$ cat config.mk
export PLATFORM = sky130hd
export DESIGN_NAME = regfile_sequencer
export DESIGN_NICKNAME = d
export VERILOG_FILES = /design/src/rtl/regfile_sequencer.sv
export SDC_FILE = /design/constraint.sdc
export NUM_CORES = 1
export LEC_CHECK = 0
export ABC_AREA = 0
export BUFFER_PORTS_ARGS = -buffer_cell sky130_fd_sc_hd__clkbuf_2
export CORE_MARGIN = 1.5
export CORE_UTILIZATION = 46
export CTS_CLUSTER_SIZE = 8
export DETAILED_ROUTE_END_ITERATION = 8
export HOLD_SLACK_MARGIN = 0.03
export PLACE_DENSITY = 0.85
export SETUP_SLACK_MARGIN = 0.3
export SKIP_CTS_REPAIR_TIMING = 1
export SYNTH_ARGS = -nofsm -noshare
export SYNTH_HDL_FRONTEND = slang
export SYNTH_SLANG_ARGS = --single-unit
$ cat constraint.sdc
create_clock -name Clk -period 4.26 [get_ports Clk]
set_clock_uncertainty 0.05 [all_clocks]
set_input_delay 0.639 -clock Clk [delete_from_list [all_inputs] [get_ports Clk]]
set_output_delay 0.639 -clock Clk [all_outputs]
set_load 0.01 [all_outputs]
$ cat src/rtl/regfile_sequencer.sv
// Bulk-access initiator for a 32-entry register file.
// Handles CLEAR (zero-fill), LOAD (stream in) and DUMP (stream out) over consecutive registers.
module regfile_sequencer #(
   parameter int unsigned WIDTH     = 32,
   parameter int unsigned ADDR_BITS = 5
) (
   input  logic                 Clk,
   input  logic                 Reset,
   input  logic [1:0]           Cmd,
   input  logic [ADDR_BITS-1:0] StartReg,
   input  logic [ADDR_BITS:0]   Count,
   input  logic                 CmdValid,
   output logic                 CmdReady,
   input  logic [WIDTH-1:0]     LoadData,
   input  logic                 LoadValid,
   output logic                 LoadReady,
   output logic [WIDTH-1:0]     DumpData,
   output logic [ADDR_BITS-1:0] DumpReg,
   output logic                 DumpValid,
   input  logic                 DumpReady,
   output logic                 Busy,
   output logic                 RegWrite,
   output logic [ADDR_BITS-1:0] WriteRegister,
   output logic [WIDTH-1:0]     WriteData,
   output logic [ADDR_BITS-1:0] ReadRegister1,
   input  logic [WIDTH-1:0]     ReadData1
);

   localparam int unsigned REM_W = ADDR_BITS + 1;

   // Encoding matches the Cmd field so an accepted command maps straight onto a state.
   typedef enum logic [1:0] {
      S_IDLE  = 2'b00,
      S_CLEAR = 2'b01,
      S_LOAD  = 2'b10,
      S_DUMP  = 2'b11
   } state_t;

   state_t               state_q, state_d;
   logic [ADDR_BITS-1:0] ptr_q, ptr_d;
   logic [REM_W-1:0]     rem_q, rem_d;
   logic                 dump_valid_q, dump_valid_d;
   logic [WIDTH-1:0]     dump_data_q, dump_data_d;
   logic [ADDR_BITS-1:0] dump_reg_q, dump_reg_d;

   // State and datapath registers.
   always_ff @(posedge Clk) begin
      if (Reset) begin
         state_q      <= S_IDLE;
         ptr_q        <= '0;
         rem_q        <= '0;
         dump_valid_q <= 1'b0;
         dump_data_q  <= '0;
         dump_reg_q   <= '0;
      end else begin
         state_q      <= state_d;
         ptr_q        <= ptr_d;
         rem_q        <= rem_d;
         dump_valid_q <= dump_valid_d;
         dump_data_q  <= dump_data_d;
         dump_reg_q   <= dump_reg_d;
      end
   end

   // Next-state and pointer/counter update.
   always_comb begin
      state_d      = state_q;
      ptr_d        = ptr_q;
      rem_d        = rem_q;
      dump_valid_d = dump_valid_q;
      dump_data_d  = dump_data_q;
      dump_reg_d   = dump_reg_q;
      unique case (state_q)
         S_IDLE: begin
            if (CmdValid) begin
               ptr_d = StartReg;
               rem_d = Count;
               if (Cmd != 2'b00 && Count != '0) begin
                  state_d = state_t'(Cmd);
               end
            end
         end
         S_CLEAR: begin
            ptr_d = ptr_q + ADDR_BITS'(1);
            rem_d = rem_q - REM_W'(1);
            if (rem_q == REM_W'(1)) state_d = S_IDLE;
         end
         S_LOAD: begin
            if (LoadValid) begin
               ptr_d = ptr_q + ADDR_BITS'(1);
               rem_d = rem_q - REM_W'(1);
               if (rem_q == REM_W'(1)) state_d = S_IDLE;
            end
         end
         S_DUMP: begin
            // Output buffer refills when empty or draining; leave once drained with nothing left.
            if (!dump_valid_q || DumpReady) begin
               if (rem_q != '0) begin
                  dump_valid_d = 1'b1;
                  dump_data_d  = (ptr_q == '0) ? '0 : ReadData1;
                  dump_reg_d   = ptr_q;
                  ptr_d        = ptr_q + ADDR_BITS'(1);
                  rem_d        = rem_q - REM_W'(1);
               end else begin
                  dump_valid_d = 1'b0;
                  state_d      = S_IDLE;
               end
            end
         end
         default: state_d = S_IDLE;
      endcase
   end

   // Output decode; a write is suppressed during reset so reset wins over a pending LOAD word.
   always_comb begin
      CmdReady  = (state_q == S_IDLE);
      LoadReady = (state_q == S_LOAD);
      Busy      = (state_q != S_IDLE);
      RegWrite  = 1'b0;
      WriteData = '0;
      unique case (state_q)
         S_CLEAR: RegWrite = !Reset;
         S_LOAD: begin
            RegWrite  = LoadValid && !Reset;
            WriteData = LoadData;
         end
         default: ;
      endcase
   end

   assign WriteRegister = ptr_q;
   assign ReadRegister1 = ptr_q;
   assign DumpData      = dump_data_q;
   assign DumpReg       = dump_reg_q;
   assign DumpValid     = dump_valid_q;

endmodule

# Word level (Yosys, flattened, before mapping)
# Index checks and enable logic that the tools add are counted.
# word_totals
reg_bits	51
input_bits	82
word_cells	54
# classes
add_sub_neg	2
eq_ne	10
muxes	21
reduce_logical	15
# ops
op	count
$mux W32	2
$mux W6	4
$pmux W6 S4	1
$mux W5	4
$pmux W5 S4	1
$mux W2	6
$reduce_bool A6 Y1	2
$ne A2 B2 Y1 const B	5
$pmux W2 S4	1
$eq A6 B1 Y1 const B	1
$sub A6 B1 Y6 const B	1
$add A5 B1 Y5 const B	1
$logic_not A5 Y1	1
$reduce_and A5 Y1	1
$eq A2 B2 Y1 const B	2
$reduce_and A4 Y1	1
$reduce_bool A2 Y1	2
$reduce_and A3 Y1	1
$eq A2 B1 Y1 const B	1
$logic_and A1 B1 Y1	2
$logic_not A1 Y1	2
$logic_not A2 Y1	1
$ne A2 B1 Y1 const B	1
$pmux W1 S2	1
other kinds (3)	3

# Logic depth before layout (Yosys ltp)
# Gate-level depths: netlist of run 1.
# depth
ltp_word	5
mapped_depth	8
ltp_nobuf	6

# Least setup slack after synthesis of run 1
# No wires, ideal clock.
# synth_path
path_kind	input to output
from	input port Reset
to	output port RegWrite
arrival_ns	1.328
required_time_ns	3.571
slack_ns	2.243
cell_stages	3
path_buffers	2
path_cell_list	clkbuf_1 -> clkbuf_1 -> nor3b_1
# synth_between
elab_chain_cells	3
# synth_rtl
item	line	text
from (decl)	8	input logic Reset,
$logic_not A1 Y1 (*)	122, 124	
$logic_and A1 B1 Y1	124	RegWrite = LoadValid && !Reset;
$pmux W1 S2 (*)	121	unique case (state_q)
to (decl)	22	output logic RegWrite,
# Every way passes the cells marked *; elsewhere a longest branch is shown, timed or not.

# Worst setup path after layout of run 1
# layout_path
from	register state_q[0]
to	output port Busy
# layout_between
elab_chain_cells	1
# layout_rtl
item	line	text
from (decl)	39	state_t state_q, state_d;
from (signal assigned)	56	state_q <= state_d;
$reduce_bool A2 Y1	118	Busy = (state_q != S_IDLE);
to (decl)	21	output logic Busy,
# No other way between the ends.

==> reports/results.ini, run 1 <==
[status]
status=complete, no violations

[timing]
slew_headroom_pct=23.6
slew_viol_final=0
setup_viol=0
post-route-worst-setup-slack_ns=1.49
hold_viol_final=0
worst_pin_slew_ns=1.15
tns_ns=0
rsz0062_at_grt=false
period_share_pct=64.9
min_period_ns=2.77
fmax_mhz=361

[power]
ir_drop_uv=267
p_per_area_nw_per_um2=583
p_leak_uw=0.00167
p_total_uw=2060

[yosys]
synth.most_common_cell=a21oi_1
ys_seq_area_share_pct=38.1
synth_seq_cells=51
synth.avg_cell_area_sq_um=7.92
yosysUniqueCellTypes=40
synth_top_area_cell=dfxtp_1
async_reset_ff_share_pct=0
synth_area_leaders=dfxtp_1 (38%), a21oi_1 (9.7%), and2_1 (7.7%), nand2_1 (6.6%), nand3_1 (6.4%)
synthesis.nets=429
syn_area_sq_um=2680
synth_edf_count=0
synth_ff_type=dfxtp_1
yosys_warnings=0
synthCells=338
synth_top_area_share_pct=38.1
ys_top_cells_by_count=a21oi_1 (52), dfxtp_1 (51), nand2_1 (47), nand3_1 (34), and2_1 (33)

[global_routing]
antenna_found_initial=0
grt_max_degree=55
grt_util_all_layers_pct=23.3
grt_pass1_vias=2592
grt-ovfl-total=0
grt_pass1_wl_um=11900

[final_layout]
finalNonFillerCells=551
diodes=0
nFillCells=494
drive_gt1_share_pct=37.4
multi_input_area_sq_um=1430
layout.area.seq_sq_um=1020
syn_to_final_growth_pct=31.7
layout.nets=569

[placement]
portBuffers=165
hpwl_um=5350
place_inst=543
gp_congestion=0.888
place_ws_ns=1.67

[drt]
post_drt_via_cell_ratio=5.14
firstDrtPassIters=4
drc=0
wl_um=7320
wl_per_cell_um=13.3
vias=2833
first_iter_violations=149
ant_nets=0

[critical_path]
crit_required_ns=3.57
cp_common_cell=inv_1
crit_arrival_ns=2.08
r2r_start=state_q[0]
cp_slowest_cell=ha_1
critical_path.max_fanout=30
cpPeakStageDelay_ns=0.80
reg2regPathDepth=7
rr_endpoint=ReadRegister1[0]
reg2reg_slack_ns=1.60
crit_chain=inv_1, ha_1, inv_1, clkbuf_2
critPathKind=reg -> out
path_buf_inv=3
cp-end-kind=primary output
startpoint_type=flip-flop
crit_family=adder cells

[flow_run]
max_cap_violations=0

[cts]
cts_tree=yes
root_buffer=clkbuf_8
clk_pin_slew_ns=0.09
max-clock-path-buffers=2
clk_latency_ns=0.30
clock_sinks=51
htree_levels=2
cts_made_buffers=5

[worst_hold_path]
whs_endpoint=DumpData[15]
hold_class=reg -> reg
hold_depth=2
worstHoldStart=DumpData[15]

[floorplan]
core_area_sq_um=5570
die_h_um=79.3
dieArea_sq_um=6280
initial_utilization_pct=48.0
die_w_um=79.3
io_pins=166
num_rows=27

==> layer usage <==
metal | up-vias | GRT usage, % | routed length [um]
met5 | - | 0 | 0
li1 | 1436 | - | -
met4 | 0 | 6.32 | 27
met1 | 1299 | 30.2 | 3240
met2 | 96 | 39.5 | 3610
met3 | 2 | 4.60 | 437
==> sequential cells by signal, summed over array words and instances, names as in the netlist <==
| register | count |
|---|---|
| DumpData | 32 |
| rem_q | 6 |
| DumpReg | 5 |
| ReadRegister1 | 5 |
| state_q | 2 |
| DumpValid | 1 |
==> cells in the final DEF, fill, tap and decap left out, types with 2 or more instances in the layout <==
cell type | synthesis | final
nor2_1 | 11 | 11
nand3_1 | 34 | 34
a22oi_1 | 4 | 4
nor3_1 | 2 | 2
clkbuf_8 | 0 | 5
o21ai_0 | 2 | 2
clkbuf_2 | 0 | 165
o31ai_1 | 9 | 9
o31a_1 | 2 | 2
a21oi_1 | 52 | 52
nand2_1 | 47 | 47
a31oi_1 | 3 | 3
nor3b_1 | 2 | 2
or3_1 | 7 | 7
ha_1 | 9 | 9
mux2i_1 | 4 | 4
dfxtp_1 | 51 | 51
nor4_1 | 2 | 2
and2_1 | 33 | 33
nand2b_1 | 4 | 4
nand3b_1 | 2 | 2
inv_1 | 10 | 10
==> cell families after synthesis <==
| family | share of synthesized area, % |
|---|---|
| compound gates | 18.1 |
| fa+ha+maj | 4.21 |
| buf+inv | 8.37 |
| flops | 38.1 |
| mux | 1.50 |
| simple gates | 29.7 |
==> final cells by class <==
class / count / share of cell area, %
multi-input combinational: 244 / 40.6
clock buffer: 6 / 2.06
sequential: 51 / 29.0
timing repair buffer: 166 / 23.6
tap: 72 / 2.56
inverter: 10 / 1.06
clock inverter: 2 / 1.10
==> through the flow <==
stage / util, % / cell area (sq um) / hold WS [ns]
finish: 63.2 / 3520 / 0.406
global route: 63.2 / 3520 / 0.425
CTS: 63.2 / 3520 / 0.406
detailed placement: 61.2 / 3410 / 0.392
global placement: 61.2 / 3410 / 0.388
floorplan: - / 2680 / 0.419
==> tightest hold or removal path, cell delays in order, from the launching register on <==
cell and delay [ns]:
dfxtp_1 0.32, nand2_1 0.05, a21oi_1 0.05
==> how the worst max path moves through the flow <==
stage                           from               end  slack [ns]  cells after the start
after global routing      state_q[0]              Busy        1.30                      4
after detailed placement  state_q[1]  ReadRegister1[0]        1.67                      7
after global placement    state_q[0]  ReadRegister1[0]        1.79                      7
after CTS                 state_q[1]              Busy        1.51                      4
after floorplan                Reset          RegWrite        2.24                      3
final                     state_q[0]              Busy        1.49                      4
==> power breakdown <==
| part | switching [uW] | internal, uW |
|---|---|---|
| Clock | 157 | 178 |
| Combinational | 644 | 426 |
| Sequential | 103 | 549 |
| Total | 904 | 1150 |
(Power assumes the default switching activity.)
==> run 2, diff against run 1 <==
Settings changed: CORE_UTILIZATION 46 to 39, PLACE_DENSITY 0.85 to 0.77.
Clock period 4.26 ns to 2.4 ns, I/O delays scaled along.
==> run 2 against run 1 <==
- non-clock buffer count up 7
- largest power group unchanged
- total power is 84% higher
- cell count grew 2.7%
- highest routed layer unchanged
- sequential power is 75% higher
- core utilization down 9.4 points
==> reports/results.ini, run 2 (synthesized netlist as in run 1, its figures left out) <==
[floorplan]
die_w_um=85.8
dieArea_sq_um=7370
core_area_sq_um=6720
io_pins=166
num_rows=30
initial_utilization_pct=39.8
die_h_um=85.8

[timing]
period_share_pct=83.0
slew_headroom_pct=64.3
fmax_mhz=502
min_period_ns=1.99
hold_viol_final=0
setup_viol=0
slew_viol_final=0
rsz0062_at_grt=false
tns_ns=0
worst_pin_slew_ns=0.536

[placement]
hpwl_um=5440
placed_area_sq_um=3490
portBuffers=165
gp_congestion=0.886
place_inst=558

[drt]
post_drt_via_cell_ratio=5.07
drc=0
wl_per_cell_um=13.2
first_iter_violations=145
firstDrtPassIters=5
ant_nets=0
wl_um=7450
vias=2868

[critical_path]
crit_arrival_ns=2.12
r2r_start=state_q[0]
crit_required_ns=2.53
cp-startpoint=state_q[0]
startpoint_type=flip-flop
reg2reg_slack_ns=0.41
rr_endpoint=state_q[1]
critical_path.max_fanout=7
critPathKind=reg -> reg
reg2regPathDepth=6
crit_end=state_q[1]
cp-end-kind=flip-flop

[cts]
clk_latency_ns=0.31
cts_made_buffers=5
root_buffer=clkbuf_8
htree_levels=2
clk_pin_slew_ns=0.10
clock_sinks=51
cts_tree=yes
max-clock-path-buffers=2

[global_routing]
grt-ovfl-total=0
grt_pass1_wl_um=11400
antenna_found_initial=0
grt_util_all_layers_pct=18.8
grt_max_degree=54
grt_pass1_vias=2504

[power]
ir_drop_uv=847
p_per_area_nw_per_um2=1040
p_leak_uw=0.00170

[final_layout]
largest_reg_flops=32
layout.area.seq_sq_um=1020
nFillCells=664
diodes=0
multi_input_area_sq_um=1440
finalNonFillerCells=566
syn_to_final_growth_pct=35.2
finalInstanceArea_sq_um=3620
layout.nets=576
layout_common_cells=clkbuf_2 (165), a21oi_1 (52), dfxtp_1 (51)
drive_gt1_share_pct=39.1
final_common_cell=clkbuf_2

[worst_hold_path]
hold_class=in -> reg

[flow_run]
max_cap_violations=0

[status]
status=complete, no violations

==> run 2: final cells by class <==
| class | instances | area share, % |
|---|---|---|
| Clock buffer | 5 | 1.90 |
| Multi-Input combinational cell | 244 | 39.7 |
| Clock inverter | 3 | 1.28 |
| Tap cell | 80 | 2.77 |
| Timing Repair Buffer | 173 | 25.0 |
| Inverter | 10 | 1.04 |
| Sequential cell | 51 | 28.2 |
==> run 2: critical path: stages, from the launching register on <==
cell	delay [ns]
dfxtp_1	0.35
inv_1	0.09
ha_2	0.28
or4b_1	0.45
o41ai_1	0.37
nor4b_2	0.14
mux2i_1	0.14
==> run 2: worst min-delay path by stage <==
stage | cells past startpoint | to | from
final | 3 | DumpData[29] | ReadData1[29]
after global routing | 3 | DumpData[25] | ReadData1[25]
after CTS | 3 | DumpData[6] | ReadData1[6]
after detailed placement | 2 | DumpData[11] | DumpData[11]
after global placement | 2 | DumpData[28] | DumpData[28]
after floorplan | 2 | rem_q[5] | rem_q[5]
==> run 2: through the flow <==
| stage | hold slack, ns | total power [uW] | setup slack (ns) | utilization, % |
|---|---|---|---|---|
| floorplan | 0.419 | 2580 | 0.446 | - |
| global placement | 0.388 | 3060 | 0.336 | 51.9 |
| detailed placement | 0.392 | 3120 | 0.304 | 51.9 |
| CTS | 0.218 | 3740 | 0.278 | 53.6 |
| global route | 0.223 | 4060 | 0.294 | 53.8 |
| finish | 0.226 | 3780 | 0.409 | 53.8 |
==> run 2: power breakdown <==
part           total (uW)  switching [uW]  internal [uW]
clock                 618             303            314
sequential           1140             165            974
combinational        2020            1190            829
total                3780            1660           2120
==> run 2: layer usage <==
layer  vias up  GRT usage [%]  share of wire [%]
met5         -              0                  0
met4         0           4.40               0.85
met3         7           2.69                5.6
met2        99           34.1                 50
met1      1316           23.4                 44
li1       1446              -                  -
